$ cat src/rtl/mem_read_arbiter_if.sv
// Port bundle for mem_read_arbiter: the data-stage and fetch request channels
// plus the system read bus. The arbiter takes the slave view, its environment the master view.
interface mem_read_arbiter_if #(
    parameter int ADDR_WIDTH  = 64,
    parameter int DATA_WIDTH  = 64,
    parameter int BUFFER_SIZE = 512
);
    logic                   d_req_valid;
    logic [ADDR_WIDTH-1:0]  d_req_addr;
    logic                   d_req_ready;
    logic                   d_resp_valid;
    logic [BUFFER_SIZE-1:0] d_resp_data;

    logic                   i_req_valid;
    logic [ADDR_WIDTH-1:0]  i_req_addr;
    logic                   i_req_ready;
    logic                   i_resp_valid;
    logic [BUFFER_SIZE-1:0] i_resp_data;

    logic [ADDR_WIDTH-1:0]  S_R_ADDR;
    logic                   S_R_ADDR_VALID;
    logic                   S_R_ADDR_READY;
    logic [DATA_WIDTH-1:0]  S_R_DATA;
    logic                   S_R_DATA_VALID;

    modport slave (
        input  d_req_valid, d_req_addr,
        input  i_req_valid, i_req_addr,
        input  S_R_ADDR_READY, S_R_DATA, S_R_DATA_VALID,
        output d_req_ready, d_resp_valid, d_resp_data,
        output i_req_ready, i_resp_valid, i_resp_data,
        output S_R_ADDR, S_R_ADDR_VALID
    );

    modport master (
        output d_req_valid, d_req_addr,
        output i_req_valid, i_req_addr,
        output S_R_ADDR_READY, S_R_DATA, S_R_DATA_VALID,
        input  d_req_ready, d_resp_valid, d_resp_data,
        input  i_req_ready, i_resp_valid, i_resp_data,
        input  S_R_ADDR, S_R_ADDR_VALID
    );
endinterface

$ cat src/rtl/mem_read_arbiter.sv
// Shares one memory read port between the data stage (D) and instruction fetch (I):
// one line fill at a time, round-robin on ties, BEATS beats assembled into one line.
//
// state | meaning
// IDLE  | no transaction; arbitrate D/I requests
// ADDR  | present line-aligned address until S_R_ADDR_READY
// DATA  | collect BEATS beats into the line buffer
// RESP  | hand the line to the owner with a one-cycle resp_valid
module mem_read_arbiter #(
    parameter int ADDR_WIDTH  = 64,
    parameter int DATA_WIDTH  = 64,
    parameter int BEATS       = 8,
    parameter int BUFFER_SIZE = DATA_WIDTH * BEATS
) (
    input  logic              clk,
    input  logic              reset,
    mem_read_arbiter_if.slave bus,
    output logic              busy
);
    localparam int CTR_W  = $clog2(BEATS);
    localparam int OFFS_W = $clog2(BUFFER_SIZE / 8);
    localparam logic [ADDR_WIDTH-1:0] LINE_MASK =
        ~((ADDR_WIDTH'(1) << OFFS_W) - ADDR_WIDTH'(1));
    localparam logic [CTR_W-1:0] LAST_BEAT = CTR_W'(BEATS - 1);

    typedef enum logic [1:0] {IDLE, ADDR, DATA, RESP} state_t;
    typedef enum logic {OWN_D, OWN_I} owner_t;

    state_t                 r_state,        w_state_nxt;
    owner_t                 r_owner,        w_owner_nxt;
    logic [CTR_W-1:0]       r_beat_ctr,     w_beat_ctr_nxt;
    logic [BUFFER_SIZE-1:0] r_line,         w_line_nxt;
    logic [ADDR_WIDTH-1:0]  r_addr,         w_addr_nxt;
    logic                   r_addr_valid,   w_addr_valid_nxt;
    logic                   r_d_req_ready,  w_d_req_ready_nxt;
    logic                   r_i_req_ready,  w_i_req_ready_nxt;
    logic                   r_d_resp_valid, w_d_resp_valid_nxt;
    logic                   r_i_resp_valid, w_i_resp_valid_nxt;
    logic [BUFFER_SIZE-1:0] r_d_resp_data,  w_d_resp_data_nxt;
    logic [BUFFER_SIZE-1:0] r_i_resp_data,  w_i_resp_data_nxt;
    logic                   r_busy,         w_busy_nxt;
    logic                   w_grant_d;
    logic                   w_grant_i;

    // r_owner doubles as last_owner: it keeps the previous winner once the fill is done
    assign w_grant_d = bus.d_req_valid && (!bus.i_req_valid || (r_owner == OWN_I));
    assign w_grant_i = bus.i_req_valid && !w_grant_d;

    always_ff @(posedge clk) begin
        if (reset) begin
            r_state        <= IDLE;
            r_owner        <= OWN_I;
            r_beat_ctr     <= '0;
            r_line         <= '0;
            r_addr         <= '0;
            r_addr_valid   <= 1'b0;
            r_d_req_ready  <= 1'b0;
            r_i_req_ready  <= 1'b0;
            r_d_resp_valid <= 1'b0;
            r_i_resp_valid <= 1'b0;
            r_d_resp_data  <= '0;
            r_i_resp_data  <= '0;
            r_busy         <= 1'b0;
        end else begin
            r_state        <= w_state_nxt;
            r_owner        <= w_owner_nxt;
            r_beat_ctr     <= w_beat_ctr_nxt;
            r_line         <= w_line_nxt;
            r_addr         <= w_addr_nxt;
            r_addr_valid   <= w_addr_valid_nxt;
            r_d_req_ready  <= w_d_req_ready_nxt;
            r_i_req_ready  <= w_i_req_ready_nxt;
            r_d_resp_valid <= w_d_resp_valid_nxt;
            r_i_resp_valid <= w_i_resp_valid_nxt;
            r_d_resp_data  <= w_d_resp_data_nxt;
            r_i_resp_data  <= w_i_resp_data_nxt;
            r_busy         <= w_busy_nxt;
        end
    end

    always_comb begin
        w_state_nxt        = r_state;
        w_owner_nxt        = r_owner;
        w_beat_ctr_nxt     = r_beat_ctr;
        w_line_nxt         = r_line;
        w_addr_nxt         = r_addr;
        w_addr_valid_nxt   = r_addr_valid;
        w_d_req_ready_nxt  = 1'b0;
        w_i_req_ready_nxt  = 1'b0;
        w_d_resp_valid_nxt = 1'b0;
        w_i_resp_valid_nxt = 1'b0;
        w_d_resp_data_nxt  = r_d_resp_data;
        w_i_resp_data_nxt  = r_i_resp_data;

        case (r_state)
            IDLE: begin
                if (w_grant_d) begin
                    w_d_req_ready_nxt = 1'b1;
                    w_owner_nxt       = OWN_D;
                    w_addr_nxt        = bus.d_req_addr & LINE_MASK;
                    w_state_nxt       = ADDR;
                end else if (w_grant_i) begin
                    w_i_req_ready_nxt = 1'b1;
                    w_owner_nxt       = OWN_I;
                    w_addr_nxt        = bus.i_req_addr & LINE_MASK;
                    w_state_nxt       = ADDR;
                end
            end
            ADDR: begin
                // first ADDR cycle raises valid; READY only counts once valid is visible
                if (!r_addr_valid) begin
                    w_addr_valid_nxt = 1'b1;
                end else if (bus.S_R_ADDR_READY) begin
                    w_addr_valid_nxt = 1'b0;
                    w_beat_ctr_nxt   = '0;
                    w_state_nxt      = DATA;
                end
            end
            DATA: begin
                if (bus.S_R_DATA_VALID) begin
                    w_line_nxt[int'(r_beat_ctr) * DATA_WIDTH +: DATA_WIDTH] = bus.S_R_DATA;
                    if (r_beat_ctr == LAST_BEAT) begin
                        w_state_nxt = RESP;
                    end else begin
                        w_beat_ctr_nxt = r_beat_ctr + CTR_W'(1);
                    end
                end
            end
            RESP: begin
                if (r_owner == OWN_D) begin
                    w_d_resp_valid_nxt = 1'b1;
                    w_d_resp_data_nxt  = r_line;
                end else begin
                    w_i_resp_valid_nxt = 1'b1;
                    w_i_resp_data_nxt  = r_line;
                end
                w_state_nxt = IDLE;
            end
            default: w_state_nxt = IDLE;
        endcase

        w_busy_nxt = (w_state_nxt != IDLE);
    end

    assign bus.d_req_ready    = r_d_req_ready;
    assign bus.d_resp_valid   = r_d_resp_valid;
    assign bus.d_resp_data    = r_d_resp_data;
    assign bus.i_req_ready    = r_i_req_ready;
    assign bus.i_resp_valid   = r_i_resp_valid;
    assign bus.i_resp_data    = r_i_resp_data;
    assign bus.S_R_ADDR       = r_addr;
    assign bus.S_R_ADDR_VALID = r_addr_valid;
    assign busy               = r_busy;

endmodule

$ cat src/flat_wrapper.sv
// flat-port wrapper written by rule: the top's interface ports become plain ports
module mem_read_arbiter_flat 
#(
    parameter int ADDR_WIDTH  = 64,
    parameter int DATA_WIDTH  = 64,
    parameter int BEATS       = 8,
    parameter int BUFFER_SIZE = DATA_WIDTH * BEATS
)
  (clk, reset, busy, bus_d_req_valid, bus_d_req_addr, bus_i_req_valid, bus_i_req_addr, bus_S_R_ADDR_READY, bus_S_R_DATA, bus_S_R_DATA_VALID, bus_d_req_ready, bus_d_resp_valid, bus_d_resp_data, bus_i_req_ready, bus_i_resp_valid, bus_i_resp_data, bus_S_R_ADDR, bus_S_R_ADDR_VALID);
  mem_read_arbiter_if #(.ADDR_WIDTH(ADDR_WIDTH), .DATA_WIDTH(DATA_WIDTH), .BUFFER_SIZE(BUFFER_SIZE)) bus_i ();
  input  logic clk;
  input  logic reset;
  output logic busy;
  input wire logic [$bits(bus_i.d_req_valid)-1:0] bus_d_req_valid;
  input wire logic [$bits(bus_i.d_req_addr)-1:0] bus_d_req_addr;
  input wire logic [$bits(bus_i.i_req_valid)-1:0] bus_i_req_valid;
  input wire logic [$bits(bus_i.i_req_addr)-1:0] bus_i_req_addr;
  input wire logic [$bits(bus_i.S_R_ADDR_READY)-1:0] bus_S_R_ADDR_READY;
  input wire logic [$bits(bus_i.S_R_DATA)-1:0] bus_S_R_DATA;
  input wire logic [$bits(bus_i.S_R_DATA_VALID)-1:0] bus_S_R_DATA_VALID;
  output wire logic [$bits(bus_i.d_req_ready)-1:0] bus_d_req_ready;
  output wire logic [$bits(bus_i.d_resp_valid)-1:0] bus_d_resp_valid;
  output wire logic [$bits(bus_i.d_resp_data)-1:0] bus_d_resp_data;
  output wire logic [$bits(bus_i.i_req_ready)-1:0] bus_i_req_ready;
  output wire logic [$bits(bus_i.i_resp_valid)-1:0] bus_i_resp_valid;
  output wire logic [$bits(bus_i.i_resp_data)-1:0] bus_i_resp_data;
  output wire logic [$bits(bus_i.S_R_ADDR)-1:0] bus_S_R_ADDR;
  output wire logic [$bits(bus_i.S_R_ADDR_VALID)-1:0] bus_S_R_ADDR_VALID;
  assign bus_i.d_req_valid = bus_d_req_valid;
  assign bus_i.d_req_addr = bus_d_req_addr;
  assign bus_i.i_req_valid = bus_i_req_valid;
  assign bus_i.i_req_addr = bus_i_req_addr;
  assign bus_i.S_R_ADDR_READY = bus_S_R_ADDR_READY;
  assign bus_i.S_R_DATA = bus_S_R_DATA;
  assign bus_i.S_R_DATA_VALID = bus_S_R_DATA_VALID;
  assign bus_d_req_ready = bus_i.d_req_ready;
  assign bus_d_resp_valid = bus_i.d_resp_valid;
  assign bus_d_resp_data = bus_i.d_resp_data;
  assign bus_i_req_ready = bus_i.i_req_ready;
  assign bus_i_resp_valid = bus_i.i_resp_valid;
  assign bus_i_resp_data = bus_i.i_resp_data;
  assign bus_S_R_ADDR = bus_i.S_R_ADDR;
  assign bus_S_R_ADDR_VALID = bus_i.S_R_ADDR_VALID;
  mem_read_arbiter #(.ADDR_WIDTH(ADDR_WIDTH), .DATA_WIDTH(DATA_WIDTH), .BEATS(BEATS), .BUFFER_SIZE(BUFFER_SIZE)) u_core (.clk(clk), .reset(reset), .bus(bus_i), .busy(busy));
endmodule
$ cat config.mk
export PLATFORM = sky130hd
export DESIGN_NAME = mem_read_arbiter_flat
export DESIGN_NICKNAME = d
export VERILOG_FILES = /design/src/rtl/mem_read_arbiter_if.sv /design/src/rtl/mem_read_arbiter.sv /design/src/flat_wrapper.sv
export SDC_FILE = /design/constraint.sdc
export NUM_CORES = 2
export LEC_CHECK = 0
export CORE_AREA = 2 2 496 498
export CTS_CLUSTER_DIAMETER = 50
export DETAILED_ROUTE_END_ITERATION = 6
export DIE_AREA = 0 0 498 500
export SLEW_MARGIN = 20
export SYNTH_ARGS = -nofsm -noshare
export SYNTH_HDL_FRONTEND = slang
export SYNTH_SLANG_ARGS = --single-unit
$ cat constraint.sdc
create_clock -name clk -period 2.95 [get_ports clk]
set_input_delay 0.59 -clock clk [delete_from_list [all_inputs] [get_ports clk]]
set_output_delay 0.59 -clock clk [all_outputs]
set_load 0.1 [all_outputs]
==> qor.csv <==
metric;value;unit
grt_max_degree;160;
cts_sinks;1606;
die_x;498;um
grt_pass1_wl;412000;um
finalCritPeriodShare;88.4;%
wl_per_cell;26.3;um
cellLeakagePower;31.2;nW
timing.critical_path.buf_inv;2;
syn-mean-instance-area;8.57;sq um
reg2reg_to;u_core.r_line[477]$_SDFFE_PP0P_;
instances_no_fill;11528;
routabilityCongestion;0.917;
mostFrequentLayoutCell;nand2_1;
netlist_instances;6964;
drc;4;
violations;design-rule violations;
status;complete, but fails checks;
final.setup.tns;0;ns
critPathLaunchType;flip-flop;
final_cell_mix;2208 x nand2_1, 1606 x dfxtp_1, 1247 x buf_4, 1142 x a21oi_1, 508 x nand2b_1;
fin_crit;2.61;ns
fill_cells;25424;
hold_viol;0;
ys_seq_area_share;53.9;%
final-seq-area;32200;sq um
async_flop_share;0;%
synth-seq-cells;1606;
syn2layout_area_growth;36.0;%
hold-path-endpoint;u_core.bus.i_resp_data[427]$_SDFFE_PP0P_;
ant_nets;0;
pre_cts_slack;0.143;ns
slew_headroom;31.2;%
total_power;51.1;mW
required;3.73;ns
die_h;500;um
clock_path_buffers;3;
holdWs;0.184;ns
drt-initial-drc-count;4461;
nets;8294;
drive_gt1_share;21.3;%
endpoint_kind;flip-flop;
final_area;81200;sq um
antenna_found_initial;66;
via_per_inst;4.73;
min_from;reset;
core_area;244000;sq um
initial_core_util;24.4;%
ys_warn_count;0;
worstPathMaxFanout;40;
fin_skew;0.0683;ns
grt_overflow;0;
drt-total-wl;303000;um
cts_resized;0;
dp_cells;11097;
reg2regPathDepth;7;
root_buffer;clkbuf_16;
report.final.setup_viol;0;
pin_count;1292;
hold_path_class;primary input to flip-flop;
drv_cap;0;
slew_viol_final;0;
postCtsHoldBufs;0;
cts_tree;done;
drtPass1Iterations;7;
r2r-start;u_core.r_beat_ctr[1]$_SDFFE_PP0P_;
finalWorstSetupSlack;0.343;ns
worst_pin_slew;1.03;ns
htreeDepth;4;
vias;54514;
rows;182;
clk_pin_slew;0.06;ns
p_per_area;630;nW/um^2
synth_top_area_cell;dfxtp_1;
worstPathCellList;inv_1, ha_4, ha_1, nor2b_1, nand3_4, buf_4, mux2i_1;
rsz0062_at_grt;no;
cpPeakStageDelay;0.65;ns
cp.arrival;3.39;ns
worstSetupPathType;flip-flop to flip-flop;
numCtsBuffers;212;
r2r_slack;0.34;ns
place.detailed.hpwl;228000;um
yosysUniqueCellTypes;48;
synth_top_area_share;53.9;%
synth_area;59700;sq um
hold_depth;2;
dpl_cell_area;73800;sq um
synth_area_leaders;dfxtp_1 54%, nand2_1 14%, a21oi_1 9.6%;
track_usage;23.3;%
critPathSlowestCell;buf_4;
max-vdd-ir-drop;0.549;mV
synthFlopType;dfxtp_1;
fmax;384;MHz
cp_top_family;buffers and inverters;
multi_input_area;25200;sq um
die_area;249000;sq um
post_cts_buffers;0;
synth_edf_count;0;
numPortBuffers;1273;
final_util;33.2;%
grt_pass1_vias;52465;
clk_latency;0.89;ns
## metal layers
metal | track usage, % | share of wire [%] | up-vias
met5 | 0 | 0.029 | -
met4 | 14.0 | 6.4 | 14
met3 | 7.11 | 8.3 | 557
met2 | 38.8 | 47 | 2257
met1 | 26.1 | 38 | 26434
li1 | - | - | 25252
## synth_stat cells, types with 3 or more instances
master	count
a21oi_1	1142
nand2_1	2209
nand4b_1	4
buf_2	133
inv_1	4
nand3_1	8
nand3b_1	82
nor2_1	7
nand2b_1	508
dfxtp_1	1606
o21ai_0	57
nand4_1	57
a311oi_1	58
mux2i_1	448
buf_4	24
nor4bb_1	3
buf_1	79
o31ai_1	55
ha_1	5
buf_6	6
mux2_2	9
nor2b_1	51
or3b_2	31
clkbuf_1	347
## cell type report
class	count	share of cell area, %
antenna	39	0.120
timing repair buffer	1499	15.3
clock inverter	111	1.67
tap	3220	4.96
clock buffer	281	7.32
sequential	1606	39.6
inverter	5	0.0231
multi-input combinational	4767	31.0
## sequential cells by signal, indices dropped and copies added, names as in the netlist, 2 cells and up
register	flops
u_core.bus.S_R_ADDR	58
u_core.bus.i_resp_data	512
u_core.r_line	512
u_core.r_beat_ctr	3
u_core.r_state	2
u_core.bus.d_resp_data	512
## how the worst max path moves through the flow
stage / slack, ns / start / cells after the start / endpoint
finish: 0.34 / u_core.r_beat_ctr[1]$_SDFFE_PP0P_ / 7 / u_core.r_line[477]$_SDFFE_PP0P_
global route: 0.19 / u_core.r_beat_ctr[1]$_SDFFE_PP0P_ / 7 / u_core.r_line[477]$_SDFFE_PP0P_
CTS: 0.31 / u_core.r_beat_ctr[1]$_SDFFE_PP0P_ / 7 / u_core.r_line[479]$_SDFFE_PP0P_
detailed placement: 0.14 / bus_S_R_DATA_VALID / 5 / u_core.r_line[226]$_SDFFE_PP0P_
global placement: 0.11 / bus_S_R_DATA_VALID / 5 / u_core.r_line[222]$_SDFFE_PP0P_
floorplan: 0.61 / u_core.r_beat_ctr[0]$_SDFFE_PP0P_ / 10 / u_core.r_line[131]$_SDFFE_PP0P_
## power breakdown
group | switching (mW) | total (mW) | internal (mW)
logic | 2.09 | 2.86 | 0.767
registers | 0.0821 | 21.9 | 21.8
clock network | 10.9 | 26.4 | 15.5
## cells by family after synthesis
kind of cell               count (synthesis)  share of synthesized area [%]
AOI/OAI and AO/OA                       1318                           11.7
DFF                                     1606                           53.9
adders and majority gates                  5                          0.105
other                                      1                        0.00628
buffers and inverters                    596                           4.29
muxes                                    457                           7.69
and+or+nand+nor                         2981                           22.4
Note: power is estimated with default switching activity, not from simulation.
